[config.mk]
export PLATFORM = sky130hd
export DESIGN_NAME = err_term_accum
export DESIGN_NICKNAME = d
export VERILOG_FILES = /design/src/rtl/err_pkg.sv /design/src/rtl/err_pair_term.sv /design/src/rtl/err_term_accum.sv
export SDC_FILE = /design/constraint.sdc
export NUM_CORES = 1
export LEC_CHECK = 0
export ABC_AREA = 1
export CELL_PAD_IN_SITES_DETAIL_PLACEMENT = 0
export CELL_PAD_IN_SITES_GLOBAL_PLACEMENT = 1
export CORE_MARGIN = 10
export CORE_UTILIZATION = 39
export CTS_BUF_LIST = sky130_fd_sc_hd__clkbuf_4
export DETAILED_ROUTE_END_ITERATION = 8
export PLACE_DENSITY_LB_ADDON = 0.1
export SLEW_MARGIN = 20
export SYNTH_ARGS = -nofsm -noshare
export SYNTH_HDL_FRONTEND = slang
export SYNTH_SLANG_ARGS = --single-unit
export TNS_END_PERCENT = 30
[constraint.sdc]
create_clock -name clk -period 3.8 [get_ports clk]
set_clock_uncertainty 0.15 [all_clocks]
set_input_delay 0.95 -clock clk [delete_from_list [all_inputs] [get_ports clk]]
set_output_delay 0.95 -clock clk [all_outputs]
set_load 0.005 [all_outputs]
[src/rtl/err_pkg.sv]
`default_nettype none
// +-----------------------------------------------------------------------------+
// | err_pkg: shared types and constants for the OR-merge error-term datapath    |
// | Rev 1.0                                                                      |
// +-----------------------------------------------------------------------------+
package err_pkg;

   localparam int C_N_DEF       = 16;
   localparam int P             = C_N_DEF / 2;
   localparam int W             = 2 * C_N_DEF;
   localparam int C_OUT_LSB_DEF = 20;

   typedef enum logic [1:0] {
      IDLE = 2'd0,
      RUN  = 2'd1,
      DONE = 2'd2
   } state_t;

   function automatic int cnt_width(input int pairs);
      return (pairs > 1) ? $clog2(pairs) : 1;
   endfunction

endpackage
`default_nettype wire

[src/rtl/err_pair_term.sv]
`default_nettype none
// +-----------------------------------------------------------------------------+
// | err_pair_term: term dropped when OR-merging partial-product rows 2k, 2k+1  |
// | Rev 1.0                                                                      |
// +-----------------------------------------------------------------------------+
module err_pair_term
   import err_pkg::*;
#(
   parameter int N  = C_N_DEF,
   parameter int KW = cnt_width(C_N_DEF / 2)
) (
   input  logic [N-1:0]   i_a,
   input  logic [N-1:0]   i_b,
   input  logic [KW-1:0]  i_k,
   output logic [2*N-1:0] o_term
);

   logic [2*N-1:0] w_a_ext;
   logic [2*N-1:0] w_adj;
   logic           w_pair_on;

   // Rows 2k and 2k+1 overlap only where A has two adjacent ones.
   always_comb begin
      w_a_ext   = {{N{1'b0}}, i_a};
      w_adj     = w_a_ext & (w_a_ext << 1);
      w_pair_on = i_b[{i_k, 1'b0}] & i_b[{i_k, 1'b1}];
      o_term    = w_pair_on ? (w_adj << {i_k, 1'b0}) : '0;
   end

endmodule
`default_nettype wire

[src/rtl/err_term_accum.sv]
`default_nettype none
// +-----------------------------------------------------------------------------+
// | err_term_accum: sums the OR-merge dropped terms one pair per cycle          |
// | Rev 1.0                                                                      |
// +-----------------------------------------------------------------------------+
module err_term_accum
   import err_pkg::*;
#(
   parameter int N       = C_N_DEF,
   parameter int OUT_LSB = C_OUT_LSB_DEF
) (
   input  logic                   clk,
   input  logic                   rst_n,
   input  logic                   abort,
   input  logic                   in_valid,
   output logic                   in_ready,
   input  logic [N-1:0]           in_a,
   input  logic [N-1:0]           in_b,
   output logic                   out_valid,
   input  logic                   out_ready,
   output logic [2*N-1:0]         out_err,
   output logic [2*N-OUT_LSB-1:0] out_err_hi
);

   localparam int              C_PAIRS  = N / 2;
   localparam int              C_W      = 2 * N;
   localparam int              C_KW     = cnt_width(C_PAIRS);
   localparam logic [C_KW-1:0] C_K_LAST = C_KW'(C_PAIRS - 1);

   state_t          r_state;
   state_t          w_state_next;
   logic [N-1:0]    r_a;
   logic [N-1:0]    r_b;
   logic [C_KW-1:0] r_k;
   logic [C_W-1:0]  r_acc;
   logic [C_W-1:0]  w_term;
   logic [C_W-1:0]  w_err;

   err_pair_term #(
      .N  (N),
      .KW (C_KW)
   ) u_pair_term (
      .i_a    (r_a),
      .i_b    (r_b),
      .i_k    (r_k),
      .o_term (w_term)
   );

   always_ff @(posedge clk or negedge rst_n) begin
      if (!rst_n) r_state <= IDLE;
      else        r_state <= w_state_next;
   end

   always_comb begin
      w_state_next = r_state;
      if (abort) begin
         w_state_next = IDLE;
      end else begin
         case (r_state)
            IDLE:    if (in_valid)          w_state_next = RUN;
            RUN:     if (r_k == C_K_LAST)   w_state_next = DONE;
            DONE:    if (out_ready)         w_state_next = IDLE;
            default:                        w_state_next = IDLE;
         endcase
      end
   end

   always_ff @(posedge clk or negedge rst_n) begin
      if (!rst_n) begin
         r_a   <= '0;
         r_b   <= '0;
         r_k   <= '0;
         r_acc <= '0;
      end else if (abort) begin
         r_k <= '0;
      end else begin
         case (r_state)
            IDLE: begin
               if (in_valid) begin
                  r_a   <= in_a;
                  r_b   <= in_b;
                  r_acc <= '0;
                  r_k   <= '0;
               end
            end
            RUN: begin
               r_acc <= r_acc + w_term;
               r_k   <= (r_k == C_K_LAST) ? '0 : r_k + C_KW'(1);
            end
            default: ;
         endcase
      end
   end

   // Result is masked outside DONE so partial sums never reach the adder stage.
   always_comb begin
      in_ready   = (r_state == IDLE);
      out_valid  = (r_state == DONE);
      w_err      = out_valid ? r_acc : '0;
      out_err    = w_err;
      out_err_hi = w_err[C_W-1:OUT_LSB];
   end

endmodule
`default_nettype wire

==> metrics.md, run 1 <==
| Metric | Value |
|---|---|
| Status | finished, final reports clean |
| Rows | 44 |
| Syn nets | 985 |
| Final ANT Viol Nets | 0 |
| Sequential element share of the synthesized area | 0.291 |
| Period utilization | 0.889 |
| Fillers | 1571 |
| Starting Density | 0.401 |
| Clk slew on worst S/H paths | 0.14 ns |
| CTS resizes | 0 |
| Top cells by area, synth | dfrtp_1 (29%), nand2_1 (20%), inv_1 (9.0%) |
| Adder-Cell Fraction of Synth Area | 0.0698 |
| Synth Flop Type | dfrtp_1 |
| DPL Wire Length | between 10000 and 15000 µm |
| Vias in the first global route | 5672 |
| Total power | about 2.2 mW |
| Hold Buf Count CTS | 0 |
| Data arrival time at the worst-slack endpoint | 3.58 ns |
| Yosys top cell area share | 0.291 |
| Setup WS pre-CTS | about 0.44 ns |
| Post-synth EDFFs | 0 |
| Die area | just over 0.02 mm² |
| Register bit total from synthesis | 68 |
| Total setup buffers inserted after CTS | 0 |
| Aggregate global routing overflow | 0 |
| PortBufs | 81 |
| Simple-gate share of the synthesized area | 0.337 |
| Area leader, netlist | dfrtp_1 |
| Core area | approximately 0.015 mm² |
| Max Clk Rate | slightly below 300 MHz |
| GRT Overall Usage | 0.177 |
| Drt drc | 0 |
| Largest net degree at the start of global routing | 69 |
| ANT cells | 0 |
| Drt pass-1 iters | 5 |
| Crit. End Element | register |
| Yosys warns | 0 |
| Max Cap Viol | 0 |
| Routed length per instance | approximately 15 µm |
| TritonCTS buffer count | 9 |
| Clk sinks | 68 |
| Maximum vdd drop | around 0.00024 V |
| XOR/XNOR share of the synthesized area | 0 |
| Rel. slew slack | 0.391 |
| WP data required | 4.00 ns |
| Die Y-Extent | roughly 140 µm |
| Count leader, synth | nand2_1 |
| GPL Wtd Cong | 0.906 |
| Final #Nets | 1050 |
| Max-slew violations | 0 |
| Worst-Skew Late Latency | about 0.49 ns |
| Largest family of logic cells by synthesized area | simple AND/OR/NAND/NOR gates |
| Internal reg-to-reg setup slack | 0.42 ns |
| Most frequent cells after synthesis | nand2_1 (307), inv_1 (140), nor2_1 (110), dfrtp_1 (68), o21ai_0 (50) |
| Portion of netlist area occupied by mux cells | 0.0634 |
| Post-synthesis async set-or-reset flop share | 1.00 |
| Synth unique cells | 38 |
| DRT Wirelength | ~18000 µm |
| Synth Instances | between 900 and 1000 |
| DIE WIDTH | approximately 140 µm |
| Drt initial violations | slightly below 300 |
| Global-route wire length before repair | approximately 29000 µm |
| Via Count | ~5700 |
| Area grow syn2layout | 17.8% |
| CP startpoint kind | register |
| H-tree Lvls | 3 |
| Worst Tran Pin Value | approximately 0.91 ns |
| Synth Area in Compound Gates | 0.106 |
| CTS root buf | clkbuf_4 |
| Fraction of layout instances using a drive strength above 1 | 0.0771 |
| Tmin final | 3.38 ns |
| Cell Count, Final, Fillers Out | roughly 1200 |
| CTS tree | yes |
| PD cells | approximately 320 mW/mm² |
| Final Hold Violating Endpoints | 0 |
| Clk buf depth | 2 |
| Placed insts | 1154 |
| IO Pins | between 80 and 90 |
| Critical path peak fanout | 23 |
| Final setup margin | between 0.4 and 0.5 ns |
| Initial antenna violation count | 0 |
| Leak | between 3 and 4 nW |
| Final setup violation count | 0 |
| Setup tns final | 0 ns |
| Critical path class | register to register |
| Mapped cell area | a little under 0.006 mm² |
| Worst hold path type | register to register |
| Via density per instance | a little under 5 |
| RSZ-0062 raised after global routing | false |
| Synthesized area per cell | approximately 6.4 µm² |
==> where the power goes <==
part           switching (mW)  leakage [nW]  internal, mW
clock                   0.345        0.0779         0.211
combinational           0.421          2.53         0.292
sequential              0.101         0.875         0.858
total                   0.866          3.48          1.36
==> flip-flops by register name, summed over array words and instances (netlist names) <==
signal   cells
r_a         16
r_acc       31
r_b         16
r_state      2
r_k          3
==> worst paths after layout <==
check | to | start | cells after the start
setup reg to reg | r_acc[9]$_DFFE_PN0P_ | r_k[0]$_DFFE_PN0P_ | 17
min in group asynchronous | r_acc[18]$_DFFE_PN0P_ | rst_n | 2
hold reg to reg | r_b[11]$_DFFE_PN0P_ | r_b[11]$_DFFE_PN0P_ | 1
hold / removal | r_b[11]$_DFFE_PN0P_ | r_b[11]$_DFFE_PN0P_ | 1
setup / recovery | r_acc[9]$_DFFE_PN0P_ | r_k[0]$_DFFE_PN0P_ | 17
max in group asynchronous | r_acc[10]$_DFFE_PN0P_ | rst_n | 2
==> layout by cell type, fill, tap and decap left out, types with 2 or more instances in the layout <==
master           instances
a211oi_1                11
a21oi_1                 28
and2_1                   2
buf_4                   12
clkbuf_4                 9
clkdlybuf4s50_1         80
dfrtp_1                 68
ha_1                    31
inv_1                  140
inv_6                    4
mux2_2                  32
nand2_1                307
nand3_1                 44
nand3b_1                 4
nand4_1                  3
nor2_1                 110
nor2_2                   8
nor3_1                   8
o211ai_1                 2
o21a_1                   2
o21ai_0                 50
o21ai_1                  7
o21bai_1                 3
o22ai_1                  2
or2_2                    3
==> final cells by class <==
type / instances / area, µm² / share of cell area
clock inverter: 7 / 81.3 / 0.0118
sequential: 68 / 1700 / 0.247
clock buffer: 9 / 67.6 / 0.00982
multi-input combinational: 667 / 3370 / 0.490
inverter: 142 / 533 / 0.0774
tap: 184 / 230 / 0.0334
timing repair buffer: 93 / 896 / 0.130
==> layer usage <==
layer,part of all wire,GRT usage
met5,0,0
met4,0.014,0.0421
met3,0.045,0.0421
met2,0.49,0.302
met1,0.45,0.219
==> logic make-up after synthesis <==
logic type,Yosys count
adder cells (fa/ha/maj),32
other,1
buffers and inverters,181
AO/OA/AOI/OAI,110
AND/OR/NAND/NOR,491
flip-flops,68
multiplexers,33
==> metrics by stage <==
step	util	area [µm²]	hold slack [ns]
CTS	0.472	6880	0.381
finish	0.472	6880	0.379
global route	0.472	6880	0.401
global placement	0.462	6730	0.341
detailed placement	0.462	6730	0.350
floorplan	-	5840	0.324
==> critical path, cell delays in order (launching register included) <==
cell and delay, ns:
dfrtp_1 0.45, buf_4 0.22, nand2_1 0.07, nand2_1 0.05, o211ai_1 0.08, o21ai_1 0.10, o21ai_2 0.11, buf_4 0.25
nor3_1 0.08, ha_1 0.24, fa_1 0.44, nand3_1 0.11, nand3_1 0.17, nand2_1 0.11, nand3_1 0.18, or2_2 0.33
nand3_1 0.06, o21ai_0 0.08
Power figures use the tool's default switching activity.
==> run 2, diff against run 1 <==
--- a/config.mk
+++ b/config.mk
@@ -8,7 +8,7 @@
 export ABC_AREA = 1
 export CELL_PAD_IN_SITES_DETAIL_PLACEMENT = 0
 export CELL_PAD_IN_SITES_GLOBAL_PLACEMENT = 1
-export CORE_MARGIN = 10
+export CORE_MARGIN = 5
 export CORE_UTILIZATION = 39
 export CTS_BUF_LIST = sky130_fd_sc_hd__clkbuf_4
 export DETAILED_ROUTE_END_ITERATION = 8
==> run 2 against run 1 <==
Net effect: largest power group unchanged; cell count increased by 0.43%; core utilization increased by 0.25 points; first-iteration DRC count increased by 14%; count of clock-buffer cells in the layout unchanged; hold slack got worse by 0.024 ns; flip-flop and latch count unchanged; total power decreased by 0.42%; critical path depth decreased by 1; sequential share of layout area decreased by 0.13 points; clock power decreased by 3%; setup slack got worse by 0.12 ns.
==> metrics.md, run 2 (same netlist as run 1, synthesis figures left out) <==
| Metric | Value |
|---|---|
| Status | finished, final reports clean |
| Worst Tran Pin Value | 0.818 ns (-0.0945 ns) |
| Maximum vdd drop | 0.000192 V (-21%) |
| Max Cap Viol | 0 (unchanged) |
| IO Pins | 83 (unchanged) |
| Clk slew on worst S/H paths | 0.15 ns (about the same) |
| Max FFs per register | 31 (unchanged) |
| Drt drc | 0 (unchanged) |
| Rel. slew slack | 0.454 (+0.0624) |
| Gate power share | 0.325 (+0.005) |
| Fraction of layout instances using a drive strength above 1 | 0.0809 (+0.00381) |
| Final ANT Viol Nets | 0 (unchanged) |
| Routed length per instance | 14.7 µm (-2.0%) |
| Initial antenna violation count | 2 (+2) |
| Clock share of power | 0.242 (-0.007) |
| CTS tree | yes |
| Max-slew violations | 0 (unchanged) |
| PD cells | 320 mW/mm² (-0.94%) |
| Crit. End Element | register |
| TritonCTS buffer count | 9 (unchanged) |
| Switching power | 0.850 mW (-1.8%) |
| Die area | 0.0175 mm² (-14%) |
| Largest net degree at the start of global routing | 37 (-46%) |
| CTS root buf | clkbuf_4 |
| Die Y-Extent | 132 µm (-7.0%) |
| Clk sinks | 68 (unchanged) |
| PortBufs | 81 (unchanged) |
| Critical path class | register to register |
| DPL Wire Length | 14000 µm (about the same) |
| Most frequent cells in the layout | nand2_1 (307), inv_1 (140), nor2_1 (110), clkdlybuf4s50_1 (80), dfrtp_1 (68) |
| Global-route wire length before repair | 28000 µm (-3.1%) |
| Final Util | 0.474 (+0.00249) |
| Max Clk Rate | 286 MHz (-3.4%) |
| RSZ-0062 raised after global routing | false |
| Largest registers | r_acc (31), r_a (16), r_b (16) |
| Rows | 44 (unchanged) |
| Area grow syn2layout | 18.4% |
| Worst hold path type | input port to async pin |
| Critical path peak fanout | 18 (-22%) |
| DRT Wirelength | 17300 µm (-1.5%) |
| DIE WIDTH | 132 µm (-7.0%) |
| Reg with most FFs | r_acc |
| Core area | 0.0146 mm² (unchanged) |
| Vias in the first global route | 5483 (-3.3%) |
| Commonest non-fill, non-tap cell in the layout | nand2_1 |
| Leak | 3.50 nW (+0.56%) |
| Data arrival time at the worst-slack endpoint | 3.75 ns (+0.17 ns) |
| Worst-Skew Late Latency | 0.46 ns (-0.03 ns) |
| Cell internal pwr | 1.37 mW (+0.49%) |
| Total setup buffers inserted after CTS | 0 (unchanged) |
| Starting Density | 0.401 (unchanged) |
| WP data required | 4.06 ns (+0.06 ns) |
| GPL Wtd Cong | 0.891 (-1.6%) |
| Aggregate global routing overflow | 0 (unchanged) |
| Via Count | 5635 (-1.4%) |
| Fillers | 1603 (+2.0%) |
| Hold Slack | 0.354 ns (-0.0243 ns) |
| CP startpoint kind | register |
| H-tree Lvls | 3 (unchanged) |
| Via density per instance | 4.80 (-1.9%) |
| Final setup violation count | 0 (unchanged) |
| Final #Nets | 1053 (+0.29%) |
| Register share of total power | 0.432 (+0.002) |
| Period utilization | 0.920 (+0.0314) |
| Drt pass-1 iters | 6 (+1) |
| Net Sw Frac | 0.383 (-0.00554) |
| GRT Overall Usage | 0.198 (+0.0213) |
| Final Hold Violating Endpoints | 0 (unchanged) |
| Setup tns final | 0 ns (unchanged) |
| Tmin final | 3.50 ns (+0.119 ns) |
| Drt initial violations | 339 (+14%) |
| Clk buf depth | 2 (unchanged) |
run 2: cell count changes in the layout (fill, tap and decap cells not counted):
cell,change
a211oi_1,-1
a211oi_2,+1
buf_4,+3
clkinv_4,+3
clkinvlp_4,-1
diode_2,+2
inv_6,-3
inv_8,+1
run 2: worst paths after layout:
path                       slack (ns)                    end  cells after the start                start
max reg2reg                      0.30  r_acc[30]$_DFFE_PN0P_                     16   r_k[0]$_DFFE_PN0P_
min reg2reg                      0.37    r_b[10]$_DFFE_PN0P_                      1  r_b[10]$_DFFE_PN0P_
min                              0.35  r_acc[18]$_DFFE_PN0P_                      2                rst_n
min in group clk                 0.37    r_b[10]$_DFFE_PN0P_                      1  r_b[10]$_DFFE_PN0P_
max in group asynchronous        2.75     r_a[8]$_DFFE_PN0P_                      2                rst_n
max                              0.30  r_acc[30]$_DFFE_PN0P_                     16   r_k[0]$_DFFE_PN0P_
run 2: metrics by stage:
step | instances | instance area [µm²] | total power, mW | setup WS [ns]
final | 1175 | 6920 | 2.22 | 0.304
after global routing | 1175 | 6920 | 2.39 | 0.0235
after CTS | 1173 | 6910 | 2.26 | 0.145
after detailed placement | 1157 | 6760 | 1.70 | 0.169
after global placement | 1157 | 6760 | 1.70 | 0.220
after floorplan | 916 | 5840 | 1.45 | 0.857
run 2: cell type report:
class / count / area [µm²] / share of cell area
Clock inverter: 7 / 85.1 / 0.0123
Inverter: 142 / 533 / 0.0770
Clock buffer: 9 / 67.6 / 0.00976
Tap cell: 184 / 230 / 0.0333
Sequential cell: 68 / 1700 / 0.246
Timing Repair Buffer: 96 / 918 / 0.133
Multi-Input combinational cell: 667 / 3380 / 0.488
Antenna cell: 2 / 5.00 / 0.000723
run 2: power groups by stage:
stage               Combinational [mW]  Clock, mW  Sequential, mW
CTS                              0.731      0.564           0.962
global placement                 0.723          0           0.976
finish                           0.721      0.538           0.959
global route                     0.818      0.595           0.978
detailed placement               0.727          0           0.977
floorplan                        0.516          0           0.939
run 2: routing by layer:
layer / GRT usage / wire length, µm / vias up
li1: - / - / 2997
met5: 0 / 0 / -
met1: 0.260 / 8010 / 2522
met3: 0.0319 / 555 / 22
met4: 0.0684 / 385 / 0
met2: 0.332 / 8310 / 94
run 2: worst max-delay path, cell delays in order, from the launching register on:
cell and delay [ns]:
dfrtp_1 0.48, buf_4 0.25, o21ai_1 0.11, o211ai_2 0.16, o21ai_2 0.18, buf_4 0.22
a211oi_1 0.42, ha_1 0.37, nand2_1 0.17, inv_1 0.05, a21oi_1 0.22, o21ai_0 0.20
nor2_1 0.13, nand2_1 0.08, nand3_1 0.07, nand2_1 0.05, nor2_1 0.12
run 2: repair_timing:
action | in CTS | in global routing
gates resized for setup | 0 | 1
hold buffers | 0 | 0
setup endpoints to repair | 0 | 5
==> run 3, diff against run 2 <==
--- a/config.mk
+++ b/config.mk
@@ -6,6 +6,7 @@
 export NUM_CORES = 1
 export LEC_CHECK = 0
 export ABC_AREA = 1
+export CAP_MARGIN = 20
 export CELL_PAD_IN_SITES_DETAIL_PLACEMENT = 0
 export CELL_PAD_IN_SITES_GLOBAL_PLACEMENT = 1
 export CORE_MARGIN = 5
==> results of run 3 <==
No change in the layout: final DEF, timing and power equal those of run 2.
